## config.mk

```make
export PLATFORM = sky130hd
export DESIGN_NAME = nids_batch_scheduler_flat
export DESIGN_NICKNAME = d
export VERILOG_FILES = /design/src/rtl/nids_sched_pkg.sv /design/src/rtl/nids_batch_scheduler_if.sv /design/src/rtl/nids_feature_fetch.sv /design/src/rtl/nids_batch_scheduler.sv /design/src/flat_wrapper.sv
export SDC_FILE = /design/constraint.sdc
export NUM_CORES = 1
export LEC_CHECK = 0
export ABC_AREA = 0
export CAP_MARGIN = 15
export CORE_MARGIN = 2
export CORE_UTILIZATION = 45
export CTS_BUF_LIST = sky130_fd_sc_hd__clkbuf_8 sky130_fd_sc_hd__clkbuf_16
export CTS_CLUSTER_DIAMETER = 30
export CTS_CLUSTER_SIZE = 25
export DETAILED_ROUTE_END_ITERATION = 12
export PLACE_DENSITY = 0.87
export SKIP_LAST_GASP = 1
export SYNTH_ARGS = -nofsm -noshare
export SYNTH_HDL_FRONTEND = slang
export SYNTH_SLANG_ARGS = --single-unit
```

## constraint.sdc

```tcl
create_clock -name clk -period 5.2 [get_ports clk]
set_clock_uncertainty 0.2 [all_clocks]
set_input_delay 1.04 -clock clk [delete_from_list [all_inputs] [get_ports clk]]
set_output_delay 1.04 -clock clk [all_outputs]
set_load 0.005 [all_outputs]
```

## src/rtl/nids_sched_pkg.sv

```systemverilog
// rtl/nids_sched_pkg.sv - shared types, widths and helpers for the NIDS batch scheduler
// Contents: state_t (scheduler FSM states), FEAT_IDX_W, CNT_W, DEFAULT_TIMEOUT, sat_inc()
package nids_sched_pkg;

    localparam int FEAT_IDX_W      = 5;
    localparam int CNT_W           = 4;
    localparam int DEFAULT_TIMEOUT = 5000;

    localparam logic [2:0] ST_IDLE   = 3'd0;
    localparam logic [2:0] ST_LOAD   = 3'd1;
    localparam logic [2:0] ST_FIRE   = 3'd2;
    localparam logic [2:0] ST_WAIT   = 3'd3;
    localparam logic [2:0] ST_RECORD = 3'd4;
    localparam logic [2:0] ST_DONE   = 3'd5;

    typedef enum logic [2:0] {
        S_IDLE   = ST_IDLE,
        S_LOAD   = ST_LOAD,
        S_FIRE   = ST_FIRE,
        S_WAIT   = ST_WAIT,
        S_RECORD = ST_RECORD,
        S_DONE   = ST_DONE
    } state_t;

    // Result counters hold at all-ones instead of wrapping.
    function automatic logic [CNT_W-1:0] sat_inc(input logic [CNT_W-1:0] v);
        return (v == {CNT_W{1'b1}}) ? v : v + 1'b1;
    endfunction

endpackage

```

## src/rtl/nids_batch_scheduler_if.sv

```systemverilog
// rtl/nids_batch_scheduler_if.sv - test-vector ROM, feature register file and detector bus
// master (scheduler): drives mem_addr, feat_we, feat_idx, feat_wdata, det_valid
//                     samples mem_rdata, det_valid_out, det_attack
// slave  (ROM + detector side): the reverse
interface nids_batch_scheduler_if
    import nids_sched_pkg::*;
#(
    parameter int DATA_WIDTH = 32,
    parameter int ADDR_W     = 9
);
    logic [ADDR_W-1:0]     mem_addr;
    logic [DATA_WIDTH-1:0] mem_rdata;
    logic                  feat_we;
    logic [FEAT_IDX_W-1:0] feat_idx;
    logic [DATA_WIDTH-1:0] feat_wdata;
    logic                  det_valid;
    logic                  det_valid_out;
    logic                  det_attack;

    modport master (
        output mem_addr, feat_we, feat_idx, feat_wdata, det_valid,
        input  mem_rdata, det_valid_out, det_attack
    );

    modport slave (
        input  mem_addr, feat_we, feat_idx, feat_wdata, det_valid,
        output mem_rdata, det_valid_out, det_attack
    );
endinterface

```

## src/rtl/nids_feature_fetch.sv

```systemverilog
// rtl/nids_feature_fetch.sv - streams one test's feature words from the ROM into the detector
// clk, rst_n       : clock, asynchronous active-low reset
// go               : held high by the scheduler for the whole LOAD phase
// base_addr        : ROM address of feature 0 of the current test
// mem_rdata        : ROM data, valid one cycle after mem_addr
// last             : high in the cycle carrying the final feature write
// mem_addr         : ROM read address
// feat_we/feat_idx/feat_wdata : feature register file write port
module nids_feature_fetch
    import nids_sched_pkg::*;
#(
    parameter int DATA_WIDTH = 32,
    parameter int N_FEATURES = 28,
    parameter int ADDR_W     = 9
) (
    input  logic                  clk,
    input  logic                  rst_n,
    input  logic                  go,
    input  logic [ADDR_W-1:0]     base_addr,
    input  logic [DATA_WIDTH-1:0] mem_rdata,
    output logic                  last,
    output logic [ADDR_W-1:0]     mem_addr,
    output logic                  feat_we,
    output logic [FEAT_IDX_W-1:0] feat_idx,
    output logic [DATA_WIDTH-1:0] feat_wdata
);
    localparam int K_W = FEAT_IDX_W + 1;

    // k counts LOAD cycles: cycle k issues address k and writes feature k-1,
    // so the phase spans N_FEATURES+1 cycles.
    logic [K_W-1:0] k;
    logic           issue;

    always_ff @(posedge clk or negedge rst_n) begin
        if (!rst_n) begin
            k <= '0;
        end else if (go && !last) begin
            k <= k + 1'b1;
        end else begin
            k <= '0;
        end
    end

    assign issue      = go && (k < K_W'(N_FEATURES));
    assign last       = go && (k == K_W'(N_FEATURES));
    assign mem_addr   = issue ? base_addr + ADDR_W'(k) : '0;
    assign feat_we    = go && (k != '0);
    assign feat_idx   = feat_we ? FEAT_IDX_W'(k - 1'b1) : '0;
    assign feat_wdata = feat_we ? mem_rdata : '0;

endmodule

```

## src/rtl/nids_batch_scheduler.sv

```systemverilog
// rtl/nids_batch_scheduler.sv - runs the PCA detector over a batch of stored test vectors
// clk, rst_n   : clock, asynchronous active-low reset
// start, abort : single-cycle batch start / stop pulses (abort wins)
// bus          : ROM read port, feature write port and detector handshake (master side)
// exp_labels   : expected verdict per test
// busy, done   : batch running / batch complete (sticky)
// cur_test     : test in progress
// result_vec, attack_cnt, mismatch_cnt, timeout_cnt : recorded results
// Build option NIDS_SCHED_CONTINUOUS_EN: wrap to test 0 after the last test,
// pulsing done and clearing result_vec, until aborted.
module nids_batch_scheduler
    import nids_sched_pkg::*;
#(
    parameter int DATA_WIDTH = 32,
    parameter int N_FEATURES = 28,
    parameter int N_TESTS    = 10,
    parameter int TIMEOUT    = DEFAULT_TIMEOUT,
    parameter int ADDR_W     = 9
) (
    input  logic                 clk,
    input  logic                 rst_n,
    input  logic                 start,
    input  logic                 abort,
    nids_batch_scheduler_if.master bus,
    input  logic [N_TESTS-1:0]   exp_labels,
    output logic                 busy,
    output logic                 done,
    output logic [CNT_W-1:0]     cur_test,
    output logic [N_TESTS-1:0]   result_vec,
    output logic [CNT_W-1:0]     attack_cnt,
    output logic [CNT_W-1:0]     mismatch_cnt,
    output logic [CNT_W-1:0]     timeout_cnt
);
    localparam int TMO_W = $clog2(TIMEOUT + 1);

    state_t            state;
    logic              verdict;
    logic [TMO_W-1:0]  tmo;
    logic              fetch_last;
    logic              last_test;
    logic [ADDR_W-1:0] base_addr;

    assign last_test = (cur_test == CNT_W'(N_TESTS - 1));
    assign base_addr = ADDR_W'(cur_test * N_FEATURES);
    assign busy      = (state != S_IDLE) && (state != S_DONE);
    assign bus.det_valid = (state == S_FIRE);

    nids_feature_fetch #(
        .DATA_WIDTH (DATA_WIDTH),
        .N_FEATURES (N_FEATURES),
        .ADDR_W     (ADDR_W)
    ) u_fetch (
        .clk        (clk),
        .rst_n      (rst_n),
        .go         (state == S_LOAD),
        .base_addr  (base_addr),
        .mem_rdata  (bus.mem_rdata),
        .last       (fetch_last),
        .mem_addr   (bus.mem_addr),
        .feat_we    (bus.feat_we),
        .feat_idx   (bus.feat_idx),
        .feat_wdata (bus.feat_wdata)
    );

    always_ff @(posedge clk or negedge rst_n) begin
        if (!rst_n) begin
            state        <= S_IDLE;
            verdict      <= 1'b0;
            tmo          <= '0;
            done         <= 1'b0;
            cur_test     <= '0;
            result_vec   <= '0;
            attack_cnt   <= '0;
            mismatch_cnt <= '0;
            timeout_cnt  <= '0;
        end else begin
`ifdef NIDS_SCHED_CONTINUOUS_EN
            // done is a one-cycle wrap marker in this build
            done <= 1'b0;
`endif
            case (state)
                S_IDLE, S_DONE: begin
                    if (start && !abort) begin
                        result_vec   <= '0;
                        attack_cnt   <= '0;
                        mismatch_cnt <= '0;
                        timeout_cnt  <= '0;
                        done         <= 1'b0;
                        cur_test     <= '0;
                        state        <= S_LOAD;
                    end
                end
                S_LOAD: begin
                    if (abort) begin
                        state <= S_IDLE;
                    end else if (fetch_last) begin
                        state <= S_FIRE;
                    end
                end
                S_FIRE: begin
                    if (abort) begin
                        state <= S_IDLE;
                    end else begin
                        tmo   <= '0;
                        state <= S_WAIT;
                    end
                end
                S_WAIT: begin
                    // A response in the expiry cycle takes priority over the timeout.
                    if (abort) begin
                        state <= S_IDLE;
                    end else if (bus.det_valid_out) begin
                        verdict <= bus.det_attack;
                        state   <= S_RECORD;
                    end else if (tmo == TMO_W'(TIMEOUT - 1)) begin
                        verdict     <= 1'b0;
                        timeout_cnt <= sat_inc(timeout_cnt);
                        state       <= S_RECORD;
                    end else begin
                        tmo <= tmo + 1'b1;
                    end
                end
                S_RECORD: begin
                    if (abort) begin
                        state <= S_IDLE;
                    end else begin
                        result_vec[cur_test] <= verdict;
                        if (verdict) begin
                            attack_cnt <= sat_inc(attack_cnt);
                        end
                        if (verdict != exp_labels[cur_test]) begin
                            mismatch_cnt <= sat_inc(mismatch_cnt);
                        end
                        if (last_test) begin
`ifdef NIDS_SCHED_CONTINUOUS_EN
                            // later assignment overrides the bit written above
                            result_vec <= '0;
                            cur_test   <= '0;
                            done       <= 1'b1;
                            state      <= S_LOAD;
`else
                            done       <= 1'b1;
                            state      <= S_DONE;
`endif
                        end else begin
                            cur_test <= cur_test + 1'b1;
                            state    <= S_LOAD;
                        end
                    end
                end
                default: state <= S_IDLE;
            endcase
        end
    end

endmodule
```

## src/flat_wrapper.sv

```systemverilog
// flat-port wrapper written by rule: the top's interface ports become plain ports
module nids_batch_scheduler_flat import nids_sched_pkg::*;
#(
    parameter int DATA_WIDTH = 32,
    parameter int N_FEATURES = 28,
    parameter int N_TESTS    = 10,
    parameter int TIMEOUT    = DEFAULT_TIMEOUT,
    parameter int ADDR_W     = 9
)
  (clk, rst_n, start, abort, exp_labels, busy, done, cur_test, result_vec, attack_cnt, mismatch_cnt, timeout_cnt, bus_mem_addr, bus_feat_we, bus_feat_idx, bus_feat_wdata, bus_det_valid, bus_mem_rdata, bus_det_valid_out, bus_det_attack);
  nids_batch_scheduler_if #(.DATA_WIDTH(DATA_WIDTH), .ADDR_W(ADDR_W)) bus_i ();
  input  logic clk;
  input  logic rst_n;
  input  logic start;
  input  logic abort;
  input  logic [N_TESTS-1:0] exp_labels;
  output logic busy;
  output logic done;
  output logic [CNT_W-1:0] cur_test;
  output logic [N_TESTS-1:0] result_vec;
  output logic [CNT_W-1:0] attack_cnt;
  output logic [CNT_W-1:0] mismatch_cnt;
  output logic [CNT_W-1:0] timeout_cnt;
  output wire logic [$bits(bus_i.mem_addr)-1:0] bus_mem_addr;
  output wire logic [$bits(bus_i.feat_we)-1:0] bus_feat_we;
  output wire logic [$bits(bus_i.feat_idx)-1:0] bus_feat_idx;
  output wire logic [$bits(bus_i.feat_wdata)-1:0] bus_feat_wdata;
  output wire logic [$bits(bus_i.det_valid)-1:0] bus_det_valid;
  input wire logic [$bits(bus_i.mem_rdata)-1:0] bus_mem_rdata;
  input wire logic [$bits(bus_i.det_valid_out)-1:0] bus_det_valid_out;
  input wire logic [$bits(bus_i.det_attack)-1:0] bus_det_attack;
  assign bus_mem_addr = bus_i.mem_addr;
  assign bus_feat_we = bus_i.feat_we;
  assign bus_feat_idx = bus_i.feat_idx;
  assign bus_feat_wdata = bus_i.feat_wdata;
  assign bus_det_valid = bus_i.det_valid;
  assign bus_i.mem_rdata = bus_mem_rdata;
  assign bus_i.det_valid_out = bus_det_valid_out;
  assign bus_i.det_attack = bus_det_attack;
  nids_batch_scheduler #(.DATA_WIDTH(DATA_WIDTH), .N_FEATURES(N_FEATURES), .N_TESTS(N_TESTS), .TIMEOUT(TIMEOUT), .ADDR_W(ADDR_W)) u_core (.clk(clk), .rst_n(rst_n), .start(start), .abort(abort), .bus(bus_i), .exp_labels(exp_labels), .busy(busy), .done(done), .cur_test(cur_test), .result_vec(result_vec), .attack_cnt(attack_cnt), .mismatch_cnt(mismatch_cnt), .timeout_cnt(timeout_cnt));
endmodule
```

==> run_results.csv <==
group,metric,value,unit
synthesis,synth_area_leaders,"dfrtp_1 (36%), ha_1 (7.9%), and2_1 (6.5%), nand3_1 (4.4%), nor2_1 (4.2%)",
die,num_io_pins,124,
synthesis,yosysWarnings,0,
pwr,p_per_area,317.8,nW/um^2
synthesis,syn_nets,469,
route,drt-vias-per-instance,5.265,
synthesis,ys_ff_latch,50,
timing,hold_viol,0,
timing,max_slew.worst_pin.slew,1.013,ns
run,drv_cap,0,
setup_path,end_kind,"primary output",
synthesis,syn-cell-area,3488,um^2
grt,gr-total-overflow,0,
finish,syn2layout_area_growth,39.78,%
synthesis,async_reset_ff_share,100.0,%
timing,finalCriticalPeriod,4.828,ns
finish,n_antenna_cell,0,
pwr,p_total,1.550,mW
route,firstDrtPassIters,4,
timing,relSlewSlack,32.46,%
timing,tns,0,ns
cts,cts_setup_buffers,0,
grt,antenna_found_initial,0,
setup_path,path_class,"reg -> out",
pwr,p_leak,2.049,nW
setup_path,slowest_delay,0.65,ns
timing,fin_crit_sh,92.84,%
die,die_w,92.05,um
placement,dpl.hpwl,7166,um
finish,fillers,633,
synthesis,synthFlopType,"dfrtp_1",
cts,ctsHoldBuffers,0,
cts,h-tree-depth,2,
finish,mostFrequentLayoutCells,"clkdlybuf4s50_1 (122), dfrtp_1 (50), nor2_1 (39), and2_1 (36), nand2_1 (32)",
route,wl_per_cell,14.82,um
cts,clock_path_buffers,2,
pwr,vdd_ir_drop_max,0.2664,mV
timing,max_freq,207.1,MHz
finish,multi_input_area,2086,um^2
min_path,min_path_type,"reg -> reg",
synthesis,yosysTopAreaCellShare,35.87,%
finish,drive_gt1_share,4.288,%
cts,numCtsBuffers,5,
setup_path,start_kind,"flip-flop",
timing,finalSetupViolations,0,
synthesis,synth_seq_area_share,35.87,%
die,start_util,45.86,%
synthesis,syn_area_per_cell,8.854,um^2
finish,post-route-cell-area,4876,um^2
setup_path,worstPathCellList,"fa_1 -> ha_1 -> fa_1 -> ha_1 -> o21ai_0 -> nand2b_1 -> a31oi_1 -> nor3b_1 -> clkdlybuf4s50_1",
timing,rsz0062_at_grt,"false",
die,num_rows,32,
timing,hold_ws,0.3122,ns
synthesis,synth_top_area_cell,"dfrtp_1",
die,die_h,92.05,um
grt,gr-usage-all-layers,22.09,%
synthesis,synth_edf_count,0,
placement,placed_cell_area,4770,um^2
finish,seq_area,1251,um^2
setup_path,slowest_stage,"dfrtp_1",
die,dieArea,8472,um^2
timing,maxSlewViolCount,0,
finish,nets,587,
cts,cts.sinks,50,
cts,clkTransAtPathRegs,0.09,ns
placement,routabilityCongestion,0.8486,
setup_path,path_max_fanout,12,
route,ant_nets,0,
grt,grt_pass1_vias,3248,
status,status,"finished clean",
route,wirelength,9117,um
grt,grt_max_degree,51,
cts,cts_tree,"yes",
finish,layout_commonest_cell,"clkdlybuf4s50_1",
route,drt_iter0_drc,201,
cts,clock_latency,0.31,ns
setup_path,cp.arrival,3.59,ns
route,vias,3238,
setup_path,cp.required,3.96,ns
cts,cts_resized,0,
cts,clock-root-buffer,"clkbuf_8",
synthesis,synth_cell_types,51,
grt,grt_pass1_wl,15110,um
synthesis,syn-instance-count,394,
die,core,7607,um^2
placement,io_buffers,123,
route,drc,0,
==> power by group <==
part | total [mW] | switching (mW) | internal [mW]
logic | 0.841 | 0.391 | 0.450
registers | 0.484 | 0.0599 | 0.425
clock network | 0.224 | 0.131 | 0.0932
==> critical path, delay by kind of cell, from the launching register on <==
| kind | cells | cell delay, ns |
|---|---|---|
| compound gates | 2 | 0.20 |
| simple gates | 2 | 0.34 |
| buf+inv | 1 | 0.53 |
| flops | 1 | 0.65 |
| fa+ha+maj | 4 | 1.55 |
==> synth_stat cells, types with 2 or more instances <==
master and n:
a21o_1 4, a21oi_1 14, a22o_1 2, and2_1 36
and3_1 5, and4_1 2, clkbuf_1 11, clkbuf_8 2
dfrtp_1 50, fa_1 5, ha_1 22, inv_1 19
mux2i_1 3, mux4_2 2, nand2_1 32, nand2b_1 4
nand3_1 31, nand4_1 5, nor2_1 39, nor2b_1 9
nor3_1 4, nor3b_1 5, nor4_1 2, o21ai_0 27
o22ai_1 2, o2bb2ai_1 2, o31ai_1 2, or3_1 9
xnor2_1 16, xor2_1 7
==> per-stage QoR <==
stage | utilization (%) | instances | setup WS, ns
floorplan | - | 394 | 1.387
global placement | 62.70 | 606 | 0.7879
detailed placement | 62.70 | 606 | 0.7008
CTS | 63.83 | 614 | 0.3683
global route | 64.10 | 615 | 0.1908
finish | 64.10 | 615 | 0.3724
==> sequential cells by signal, summed over array words and instances, names as in the netlist, 3 cells and up <==
signal,count
u_core.attack_cnt,4
u_core.cur_test,4
u_core.mismatch_cnt,4
u_core.result_vec,10
u_core.state,3
u_core.timeout_cnt,4
u_core.tmo,13
u_core.u_fetch.k,6
==> cells by family after synthesis <==
group                      synth area share (%)
adders and majority gates                 10.76
AOI/OAI and AO/OA                         12.20
xor gates and xnor gates                  5.775
muxes                                     2.152
DFF                                       35.87
buffers and inverters                     4.340
and+or+nand+nor                           28.91
==> path summary, 6_finish.rpt <==
check | cells past startpoint | from | endpoint | slack, ns
max | 9 | u_core.cur_test[1] | bus_mem_addr[8] | 0.37
min | 2 | u_core.result_vec[5] | u_core.result_vec[5] | 0.31
max reg2reg | 6 | u_core.cur_test[0] | u_core.mismatch_cnt[2] | 2.55
min reg2reg | 2 | u_core.result_vec[5] | u_core.result_vec[5] | 0.31
max in group asynchronous | 2 | rst_n | u_core.cur_test[3] | 3.94
min in group asynchronous | 1 | rst_n | u_core.tmo[10] | 0.37
==> routing by layer <==
metal,GRT usage (%),routed length (um),vias up
li1,-,-,1587
met1,27.34,3815,1527
met3,5.341,607,10
met4,6.716,148,0
met5,0,0,-
met2,38.17,4547,114
==> cell type report <==
cell class	instances	area share (%)
Multi-Input combinational cell	311	42.78
Timing Repair Buffer	125	25.71
Sequential cell	50	25.66
Tap cell	102	2.617
Inverter	19	1.463
Clock buffer	5	1.411
Clock inverter	3	0.3593
(Power assumes the default switching activity.)
